`src/rtl/vend_select_arbiter.sv`:
```
// Round-robin product-select arbiter for the vending machine.
// Latches keypad requests, masks sold-out items and offers one index at a time.
module vend_select_arbiter #(
  parameter int N            = 2,
  parameter int COOLDOWN_CYC = 4
) (
  input  logic              clk,
  input  logic              rst,
  input  logic [2**N-1:0]   req_in,
  input  logic [2**N-1:0]   req_mask,
  output logic              grant_valid,
  output logic [N-1:0]      grant_idx,
  input  logic              grant_ready,
  input  logic              done,
  output logic              busy,
  output logic [2**N-1:0]   pending
);

  localparam int NUM = 2**N;
  localparam int CW  = (COOLDOWN_CYC > 0) ? $clog2(COOLDOWN_CYC + 1) : 1;

  typedef enum logic [1:0] {
    IDLE,
    OFFER,
    BUSY,
    COOL
  } state_t;

  state_t          state;
  logic [N-1:0]    last_grant;
  logic [CW-1:0]   cnt;
  logic [NUM-1:0]  clr;
  logic [N-1:0]    pick;
  logic            have_pick;
  logic            accept;

  assign accept      = (state == OFFER) && grant_ready;
  assign grant_valid = (state == OFFER);
  assign busy        = (state != IDLE);

  // One-hot clear of the offered item on the handshake cycle
  always_comb begin
    clr = '0;
    if (accept) begin
      clr[grant_idx] = 1'b1;
    end
  end

  // First pending item after the last grant, wrapping around
  always_comb begin
    logic [N-1:0] idx;
    pick      = '0;
    have_pick = 1'b0;
    idx       = '0;
    for (int i = 1; i <= NUM; i++) begin
      idx = last_grant + N'(i);
      if (!have_pick && pending[idx]) begin
        have_pick = 1'b1;
        pick      = idx;
      end
    end
  end

  // Request latch: fresh press re-arms an accepted item, sold-out wins
  always_ff @(posedge clk) begin
    if (rst) begin
      pending <= '0;
    end else begin
      pending <= ((pending & ~clr) | req_in) & ~req_mask;
    end
  end

  // Offer / dispense / cooldown sequencer
  always_ff @(posedge clk) begin
    if (rst) begin
      state      <= IDLE;
      grant_idx  <= '0;
      last_grant <= N'(NUM - 1);
      cnt        <= '0;
    end else begin
      unique case (state)
        IDLE: begin
          if (have_pick) begin
            state     <= OFFER;
            grant_idx <= pick;
          end
        end
        OFFER: begin
          if (grant_ready) begin
            last_grant <= grant_idx;
            state      <= BUSY;
          end else if (req_mask[grant_idx]) begin
            state <= IDLE;
          end
        end
        BUSY: begin
          if (done) begin
            if (COOLDOWN_CYC == 0) begin
              state <= IDLE;
            end else begin
              state <= COOL;
              cnt   <= CW'(COOLDOWN_CYC);
            end
          end
        end
        COOL: begin
          if (cnt == CW'(1)) begin
            state <= IDLE;
            cnt   <= '0;
          end else begin
            cnt <= cnt - CW'(1);
          end
        end
        default: state <= IDLE;
      endcase
    end
  end

endmodule

```
`config.mk`:
```
export PLATFORM = sky130hd
export DESIGN_NAME = vend_select_arbiter
export DESIGN_NICKNAME = d
export VERILOG_FILES = /design/src/rtl/vend_select_arbiter.sv
export SDC_FILE = /design/constraint.sdc
export NUM_CORES = 1
export LEC_CHECK = 0
export ABC_AREA = 1
export CAP_MARGIN = 20
export CORE_MARGIN = 2
export CORE_UTILIZATION = 53
export DETAILED_ROUTE_END_ITERATION = 7
export PLACE_DENSITY = 0.87
export SYNTH_ARGS = -nofsm -noshare
export SYNTH_HDL_FRONTEND = slang
export SYNTH_SLANG_ARGS = --single-unit
```
`constraint.sdc`:
```
create_clock -name clk -period 3.55 [get_ports clk]
set_input_delay 0.71 -clock clk [delete_from_list [all_inputs] [get_ports clk]]
set_output_delay 0.71 -clock clk [all_outputs]
set_load 0.05 [all_outputs]
```
==> results.py, run 1 <==
metrics = {
    "power_and_ir_drop": {
        "seq_power_share": 0.284,
        "combinationalPowerShare": 0.591,
        "internal-power_w": 0.000378,
        "vdd_ir_drop_max_mv": 0.409,
        "netSwitchingFraction": 0.509,
        "power.density_nw_per_um2": 685,
        "power_leakage_nw": 0.524,
        "clkPwrFrac": 0.126,
        "p_switching_w": 0.000393,
    },
    "sta": {
        "slew_headroom": 0.659,
        "finalSetupTns_ps": 0,
        "slew_violations": 0,
        "post-route-period-util": 0.698,
        "finalHoldViolCount": 0,
        "tightestPinTransition_ps": 510,
        "fmax_mhz": 404,
        "period_minus_slack_ps": 2480,
        "holdWs_ps": 496,
        "setup-violations-final": 0,
        "finalClockSkew_ps": 2.85,
        "rsz0062_at_grt": "false",
    },
    "drt": {
        "dr.pass1.iters": 4,
        "vias": 923,
        "drc": 0,
        "ant_nets": 0,
        "postRouteWirelength_um": 2060,
        "wl_per_cell_um": 11.7,
        "drt_iter0_markers": 31,
        "post_drt_via_cell_ratio": 5.24,
    },
    "cts": {
        "cts_tree": "done",
        "cts_resized": 0,
        "post_cts_buffers": 0,
        "cts_buffers": 3,
        "worstSkewPairLatency_ps": 280,
        "clock_sinks": 13,
        "cts_buffer_depth": 2,
        "cts_root_buffer": "clkbuf_4",
        "htreeDepth": 1,
        "cts.clk_slew.worst_paths_ps": 80,
        "holdBufCountCts": 0,
    },
    "synthesis": {
        "syn_nets": 153,
        "yosys-top-cells-area": "dfxtp_1 (28%), nand2_1 (15%), inv_1 (9.0%), a21oi_1 (5.4%), nand3_1 (4.9%)",
        "avgSynthCellArea_um2": 6.61,
        "seq_area_frac_synth": 0.283,
        "yosysMostFrequentCell": "nand2_1",
        "ys_types": 28,
        "synthTopCellsByCount": "nand2_1 (36), inv_1 (22), dfxtp_1 (13)",
        "syn-instance-count": 139,
        "ys.flop_type": "dfxtp_1",
        "yosysWarnings": 0,
        "async_flop_share": 0,
        "yosysTopAreaCell": "dfxtp_1",
        "synth_top_area_share": 0.283,
        "ys_ff_latch": 13,
        "syn_area_um2": 918,
        "synth_edf_count": 0,
    },
    "placement": {
        "dp_hpwl_um": 1660,
        "portBuffers": 19,
        "place_congestion": 0.803,
        "place_area_um2": 1100,
    },
    "floorplanning": {
        "dieHeight_um": 45.6,
        "start_util": 0.550,
        "core_region_area_um2": 1670,
        "io_pins": 20,
        "die_x_um": 45.6,
        "die_area_um2": 2080,
        "rows": 15,
    },
    "worst_setup_path": {
        "cp.required_ps": 2840,
        "critPathLaunchType": "flop",
        "cp-end-kind": "output pin",
        "cp_max_fo": 8,
        "arrival_ps": 1770,
        "path_class": "flop to output pin",
    },
    "finish": {
        "syn_to_final_growth_pct": 22.6,
        "drive_above_1_share": 0.132,
        "n_antenna_cell": 0,
        "stdcell_area_um2": 1130,
        "fin_nets": 174,
    },
    "grt": {
        "grt_pass1_wl_um": 3380,
        "antenna_found_initial": 0,
        "track_usage": 0.226,
        "first_global_vias": 768,
        "grt-ovfl-total": 0,
        "grt_max_degree": 10,
    },
    "run_status": {
        "status": "finished, final reports clean",
    },
    "flow_run": {
        "maxCapViolCount": 0,
    },
    "min_path": {
        "hold_class": "flop to flop",
    },
}
==> stage by stage <==
step	utilization	power, W	worst slack [ps]	std cells
final	0.674	0.000771	1070	176
after global routing	0.674	0.000825	1020	176
after floorplan	-	0.000577	2000	139
after detailed placement	0.658	0.000674	1400	172
after CTS	0.674	0.000769	1090	176
after global placement	0.658	0.000661	1430	172
==> metal layers <==
layer | global-route usage | wire length, um | vias up
li1 | - | - | 486
met1 | 0.298 | 884 | 411
met2 | 0.366 | 1060 | 22
met3 | 0.0397 | 77 | 4
met4 | 0.0824 | 31 | 0
met5 | 0 | 0 | -
==> final timing paths <==
path                 start      endpoint  slack, ps  cells after the start
max               state[0]   grant_valid       1070                      3
min                 cnt[0]        cnt[0]        500                      2
max reg2reg  last_grant[0]  grant_idx[1]       1930                      9
min reg2reg         cnt[0]        cnt[0]        500                      2
==> critical path: stages, from the launching register on <==
cell	delay [ps]
dfxtp_1	470
nand2_1	110
inv_1	90
clkdlybuf4s50_1	810
==> power by group through the flow <==
stage | sequential, W | combinational [W] | clock (W)
6_report | 0.000219 | 0.000456 | 0.0000969
3_5_place_dp | 0.000222 | 0.000452 | 0
2_1_floorplan | 0.000242 | 0.000335 | 0
5_1_grt | 0.000224 | 0.000501 | 0.000101
4_1_cts | 0.000218 | 0.000457 | 0.0000943
3_3_place_gp | 0.000219 | 0.000442 | 0
==> layout make-up <==
| cell class | count | area (um^2) |
|---|---|---|
| Tap cell | 17 | 21.3 |
| Fill cell | 157 | 544 |
| Clock buffer | 4 | 26.3 |
| Inverter | 24 | 95.1 |
| Sequential cell | 13 | 260 |
| Multi-Input combinational cell | 99 | 533 |
| Timing Repair Buffer | 19 | 190 |
==> cells in the final DEF (no fill, tap or decap), types with 2 or more instances in the layout <==
cell type,n
nand3_1,9
nand2_1,36
nand2_2,7
dfxtp_1,13
o21ai_0,4
nand2_4,3
a21oi_1,10
clkdlybuf4s50_1,19
ha_1,2
nor3_1,4
clkbuf_4,3
nor2_1,9
inv_1,22
nand4_1,3
==> logic make-up (layout without fill, tap and decap cells) <==
family                     after synthesis  count (layout)  share of synthesized area
adders and majority gates                2               2                     0.0272
DFF                                     13              13                      0.283
and+or+nand+nor                         74              74                      0.399
xor gates and xnor gates                 1               1                    0.00954
buffers and inverters                   27              47                      0.136
AOI/OAI and AO/OA                       22              22                      0.144
==> state kept, by name (all words and copies together) (netlist names), named ones only <==
name,cells
pending,4
cnt,3
grant_idx,2
last_grant,2
state,1
Note: power is estimated with default switching activity, not from simulation.
==> run 2: changes to the inputs <==
CORE_UTILIZATION = 44   (was 53)
PLACE_DENSITY = 0.78   (was 0.87)
clock period = 2.2 ns   (was 3.55 ns; I/O delays follow)
==> results.py, run 2 (synthesis gave the netlist of run 1 again) <==
metrics = {
    "finish": {
        "n_antenna_cell": 0,
        "reg.largest.list": "pending: 4 flops, cnt: 3 flops",
        "layout_common_cells": "nand2_1 (36), inv_1 (22), clkdlybuf4s50_1 (17)",
        "drive_above_1_share": 0.145,
        "largest_register_ffs": 4,
        "top_register": "pending",
        "stdcell_area_um2": 1130,
        "final_common_cell": "nand2_1",
        "post-route-util": 0.578,
        "fin_nets": 174,
        "syn_to_final_growth_pct": 23.4,
    },
    "cts": {
        "htreeDepth": 1,
        "cts_root_buffer": "clkbuf_4",
        "holdBufCountCts": 0,
        "worstSkewPairLatency_ps": 290,
        "post_cts_buffers": 0,
        "cts_tree": "done",
        "cts_buffer_depth": 2,
        "cts_buffers": 3,
        "cts.clk_slew.worst_paths_ps": 80,
        "cts_resized": 0,
        "clock_sinks": 13,
    },
    "power_and_ir_drop": {
        "netSwitchingFraction": 0.516,
        "seq_power_share": 0.285,
        "clkPwrFrac": 0.125,
        "p_switching_w": 0.000644,
        "combinationalPowerShare": 0.589,
        "internal-power_w": 0.000604,
        "vdd_ir_drop_max_mv": 0.677,
        "power.density_nw_per_um2": 1100,
        "power_leakage_nw": 0.527,
    },
    "sta": {
        "rsz0062_at_grt": "false",
        "tightestPinTransition_ps": 504,
        "finalClockSkew_ps": 4.98,
        "setup-violations-final": 0,
        "slew_headroom": 0.663,
        "period_minus_slack_ps": 1990,
        "finalSetupTns_ps": 0,
        "fmax_mhz": 502,
        "finalHoldViolCount": 0,
        "slew_violations": 0,
        "post-route-period-util": 0.906,
    },
    "worst_setup_path": {
        "path_cells": "clkdlybuf4s50_1",
        "path_class": "flop to output pin",
        "cp_top_family": "buffers and inverters",
        "crit_buf_inv": 1,
        "crit_slowest_cell": "clkdlybuf4s50_1",
        "r2r-start": "last_grant[0]",
        "arrival_ps": 1550,
        "critPathLaunchType": "flop",
        "cp-end-kind": "output pin",
        "startpoint": "grant_idx[0]",
        "cp.required_ps": 1760,
        "cpPeakStageDelay_ps": 840,
        "cp_max_fo": 6,
    },
    "grt": {
        "grt_pass1_wl_um": 3730,
        "grt-ovfl-total": 0,
        "antenna_found_initial": 0,
        "first_global_vias": 888,
        "track_usage": 0.198,
        "grt_max_degree": 10,
    },
    "min_path": {
        "hold_class": "flop to flop",
        "min_from": "cnt[0]",
    },
    "drt": {
        "highest_layer": "met4",
        "dr.pass1.iters": 4,
        "ant_nets": 0,
        "drt_iter0_markers": 36,
        "post_drt_via_cell_ratio": 5.11,
        "wl_met3_um": 131,
        "vias": 950,
        "wl_per_cell_um": 11.7,
        "drc": 0,
        "wl_met1_um": 912,
        "wl_met2_um": 1080,
        "postRouteWirelength_um": 2180,
    },
    "floorplanning": {
        "core_region_area_um2": 1960,
        "die_area_um2": 2470,
        "die_x_um": 49.7,
        "dieHeight_um": 49.7,
        "io_pins": 20,
        "rows": 16,
        "start_util": 0.468,
    },
    "flow_run": {
        "maxCapViolCount": 0,
    },
    "placement": {
        "place_area_um2": 1110,
        "portBuffers": 19,
        "dp_hpwl_um": 1700,
        "place_congestion": 0.838,
    },
    "run_status": {
        "status": "finished, final reports clean",
    },
}
[run 2: cell count changes in the layout (fill, tap and decap cells not counted)]
| cell | delta |
|---|---|
| buf_4 | +2 |
| clkdlybuf4s50_1 | -2 |
[run 2: power by group through the flow]
stage	combinational [W]	clock [W]	sequential, W
2_1_floorplan	0.000540	0	0.000391
3_3_place_gp	0.000704	0	0.000356
3_5_place_dp	0.000729	0	0.000358
4_1_cts	0.000735	0.000152	0.000354
5_1_grt	0.000805	0.000168	0.000365
6_report	0.000736	0.000157	0.000356
[run 2: stage by stage]
stage,std cells,power (W),worst slack [ps],hold slack (ps)
finish,186,0.00125,206,518
global route,186,0.00134,153,566
CTS,186,0.00124,220,523
detailed placement,182,0.00109,463,512
global placement,182,0.00106,543,477
floorplan,139,0.000931,646,464
[run 2: path summary, 6_finish.rpt]
kind | slack (ps) | end | cells after the start
worst max-delay path | 210 | grant_idx[0] | 1
worst min-delay path | 520 | cnt[0] | 2
worst max register to register | 610 | state[0] | 7
worst min register to register | 520 | cnt[0] | 2
[run 2: per-layer routing]
metal  vias up  GRT usage
met1       421      0.234
met5         -          0
met4         0      0.106
met3         7     0.0333
li1        482          -
met2        40      0.338
[run 2: area by class of cell]
class                           instances  area [um^2]
Clock buffer                            4         26.3
Inverter                               24         95.1
Tap cell                               27         33.8
Timing Repair Buffer                   19          185
Fill cell                             203          828
Sequential cell                        13          260
Multi-Input combinational cell         99          533
==> run 3: changes to the inputs <==
ABC_CLOCK_PERIOD_IN_PS = 2200   (was not set)
==> results of run 3 <==
The final DEF is identical to that of run 2; final timing and power are the same.
==> edit, RTL diff (flow settings as in run 2) <==
The parameter `N` goes from 2 to 4.
--- a/src/rtl/vend_select_arbiter.sv
+++ b/src/rtl/vend_select_arbiter.sv
@@ -2,5 +2,5 @@
 // Latches keypad requests, masks sold-out items and offers one index at a time.
 module vend_select_arbiter #(
-  parameter int N            = 2,
+  parameter int N            = 4,
   parameter int COOLDOWN_CYC = 4
 ) (
Interface: changed (resized grant_idx, pending, req_in and req_mask); port bits go from 20 to 58. The function was not compared with the original's and may differ.
==> edit against run 2 <==
The flow now finishes with violations (negative setup slack). Worst setup slack got worse by 0.83 ns. Synthesized cell count rose to 3.7 times the old value. Die area rose to 3.0 times the old value. Clock power rose to 2.7 times the old value. Synthesized area rose to 3.2 times the old value. Cell area rose to 4.2 times the old value. Via count rose to 4.3 times the old value. Count of clock-buffer cells in the layout rose by 1. Wire length rose to 5.3 times the old value. Power rose to 4.4 times the old value. Global-route usage rose by 12 points. Sequential cell count rose by 16. Worst hold slack got worse by 0.041 ns. Critical endpoint is now grant_idx[2]. Largest cell class unchanged.
==> edit: results (changes against run 2) <==
set qor(ys_top_cells_by_area) {sky130_fd_sc_hd__dfxtp_1 20%, sky130_fd_sc_hd__nand3_1 20%, sky130_fd_sc_hd__nand2_1 17%} ;# was sky130_fd_sc_hd__dfxtp_1 28%, sky130_fd_sc_hd__nand2_1 15%, sky130_fd_sc_hd__inv_1 9.0%
set qor(yosysUniqueCellTypes) 40 ;# was 28
set qor(critPathTopFamily) {simple AND/OR/NAND/NOR gates} ;# was buffers and inverters
set qor(detailedRoute.firstIterationViolations) 261 ;# was 36
set qor(largestRegisters) {pending: 16 flops, grant_idx: 4 flops, last_grant: 4 flops} ;# was pending: 4 flops, cnt: 3 flops
set qor(placed_cell_area_um2) 4370 ;# was 1110 um^2
set qor(io_buffers) 57 ;# was 19
set qor(preCtsSetupSlack_ns) -0.782 ;# was 0.463 ns
set qor(ctsRootBufferMaster) {sky130_fd_sc_hd__clkbuf_8} ;# was sky130_fd_sc_hd__clkbuf_4
set qor(drive_gt1_frac) 0.283 ;# was 0.145
set qor(gpl.final_weighted_congestion) 0.970 ;# was 0.838
set qor(mappedNetlistNets) 561 ;# was 153
set qor(critical_path.slowest_cell) {sky130_fd_sc_hd__dfxtp_4} ;# was sky130_fd_sc_hd__clkdlybuf4s50_1
set qor(yosysSeqAreaShare) 0.195 ;# was 0.283
set qor(via_count_of_the_first_global_routing_pass) 4131 ;# was 888
set qor(outcome) {finished, violations left} ;# was completed
set qor(tritoncts.num_buffers) 5 ;# was 3
set qor(critical_path.max_stage_delay_ns) 0.38 ;# was 0.84 ns
set qor(number_of_inserted_filler_cells_in_the_final_layout) 543 ;# was 203
set qor(grt_max_degree) 19 ;# was 10
set qor(setup_violations) 6 ;# was 0
set qor(setup_slack_ns) -0.629 ;# was 0.206 ns
set qor(global_route_wire_length_before_repair_um) 19000 ;# was 3730 um
set qor(leakage_nw) 2.24 ;# was 0.527 nW
set qor(violations) {negative setup slack}
set qor(clkTransAtPathRegs_ns) 0.06 ;# was 0.08 ns
## edit: cell count changes in the layout (fill, tap and decap cells not counted), sizes merged, moves of 7 or more
cell           delta
inv              +30
a21oi            +19
buf             +101
dfxtp            +16
nor2             +45
nor3             +13
ha                +8
nand4             +7
clkdlybuf4s50    +38
nand2            +92
nand3           +107
## edit: repair_timing
item | CTS | global route
gates resized for setup | 26 | 21
setup endpoints to repair | 6 | 6
pin swaps | 10 | 11
setup buffers | 10 | 4
## edit: stage by stage
step / instances / util / hold WS (ns)
floorplan: 515 / - / 0.445
global placement: 723 / 0.677 / 0.453
detailed placement: 723 / 0.677 / 0.470
CTS: 741 / 0.717 / 0.480
global route: 745 / 0.736 / 0.511
finish: 745 / 0.736 / 0.477
## edit: power breakdown
part | total [mW] | switching, mW | internal (mW) | leakage (nW)
Sequential | 0.695 | 0.0989 | 0.596 | 0.238
Combinational | 4.37 | 2.54 | 1.83 | 1.96
Clock | 0.417 | 0.204 | 0.212 | 0.0430
## edit: final timing paths
path	from	to	slack, ns	cells past startpoint
min reg2reg	cnt[1]	cnt[1]	0.48	2
min	cnt[1]	cnt[1]	0.48	2
max reg2reg	last_grant[1]	grant_idx[2]	-0.63	21
max	last_grant[1]	grant_idx[2]	-0.63	21
## edit: cells by family after synthesis
| logic type | Yosys count | share of synthesized area |
|---|---|---|
| flops | 29 | 0.195 |
| buf+inv | 69 | 0.0938 |
| compound gates | 59 | 0.117 |
| simple gates | 341 | 0.523 |
| fa+ha+maj | 10 | 0.0421 |
| xor+xnor | 7 | 0.0294 |
## edit: routing by layer
layer,vias to the layer above,wire length (um),track usage
met2,157,5740,0.577
met1,1890,4690,0.369
met5,-,0,0
met4,0,612,0.176
met3,41,549,0.0324
li1,2029,-,-
## edit: area by class of cell
type	instances	area [um^2]	area share
Tap cell	77	96.3	0.0203
Sequential cell	29	589	0.124
Multi-Input combinational cell	417	2430	0.511
Clock inverter	3	12.5	0.00263
Clock buffer	5	68.8	0.0145
Inverter	56	224	0.0471
Timing Repair Buffer	158	1330	0.280
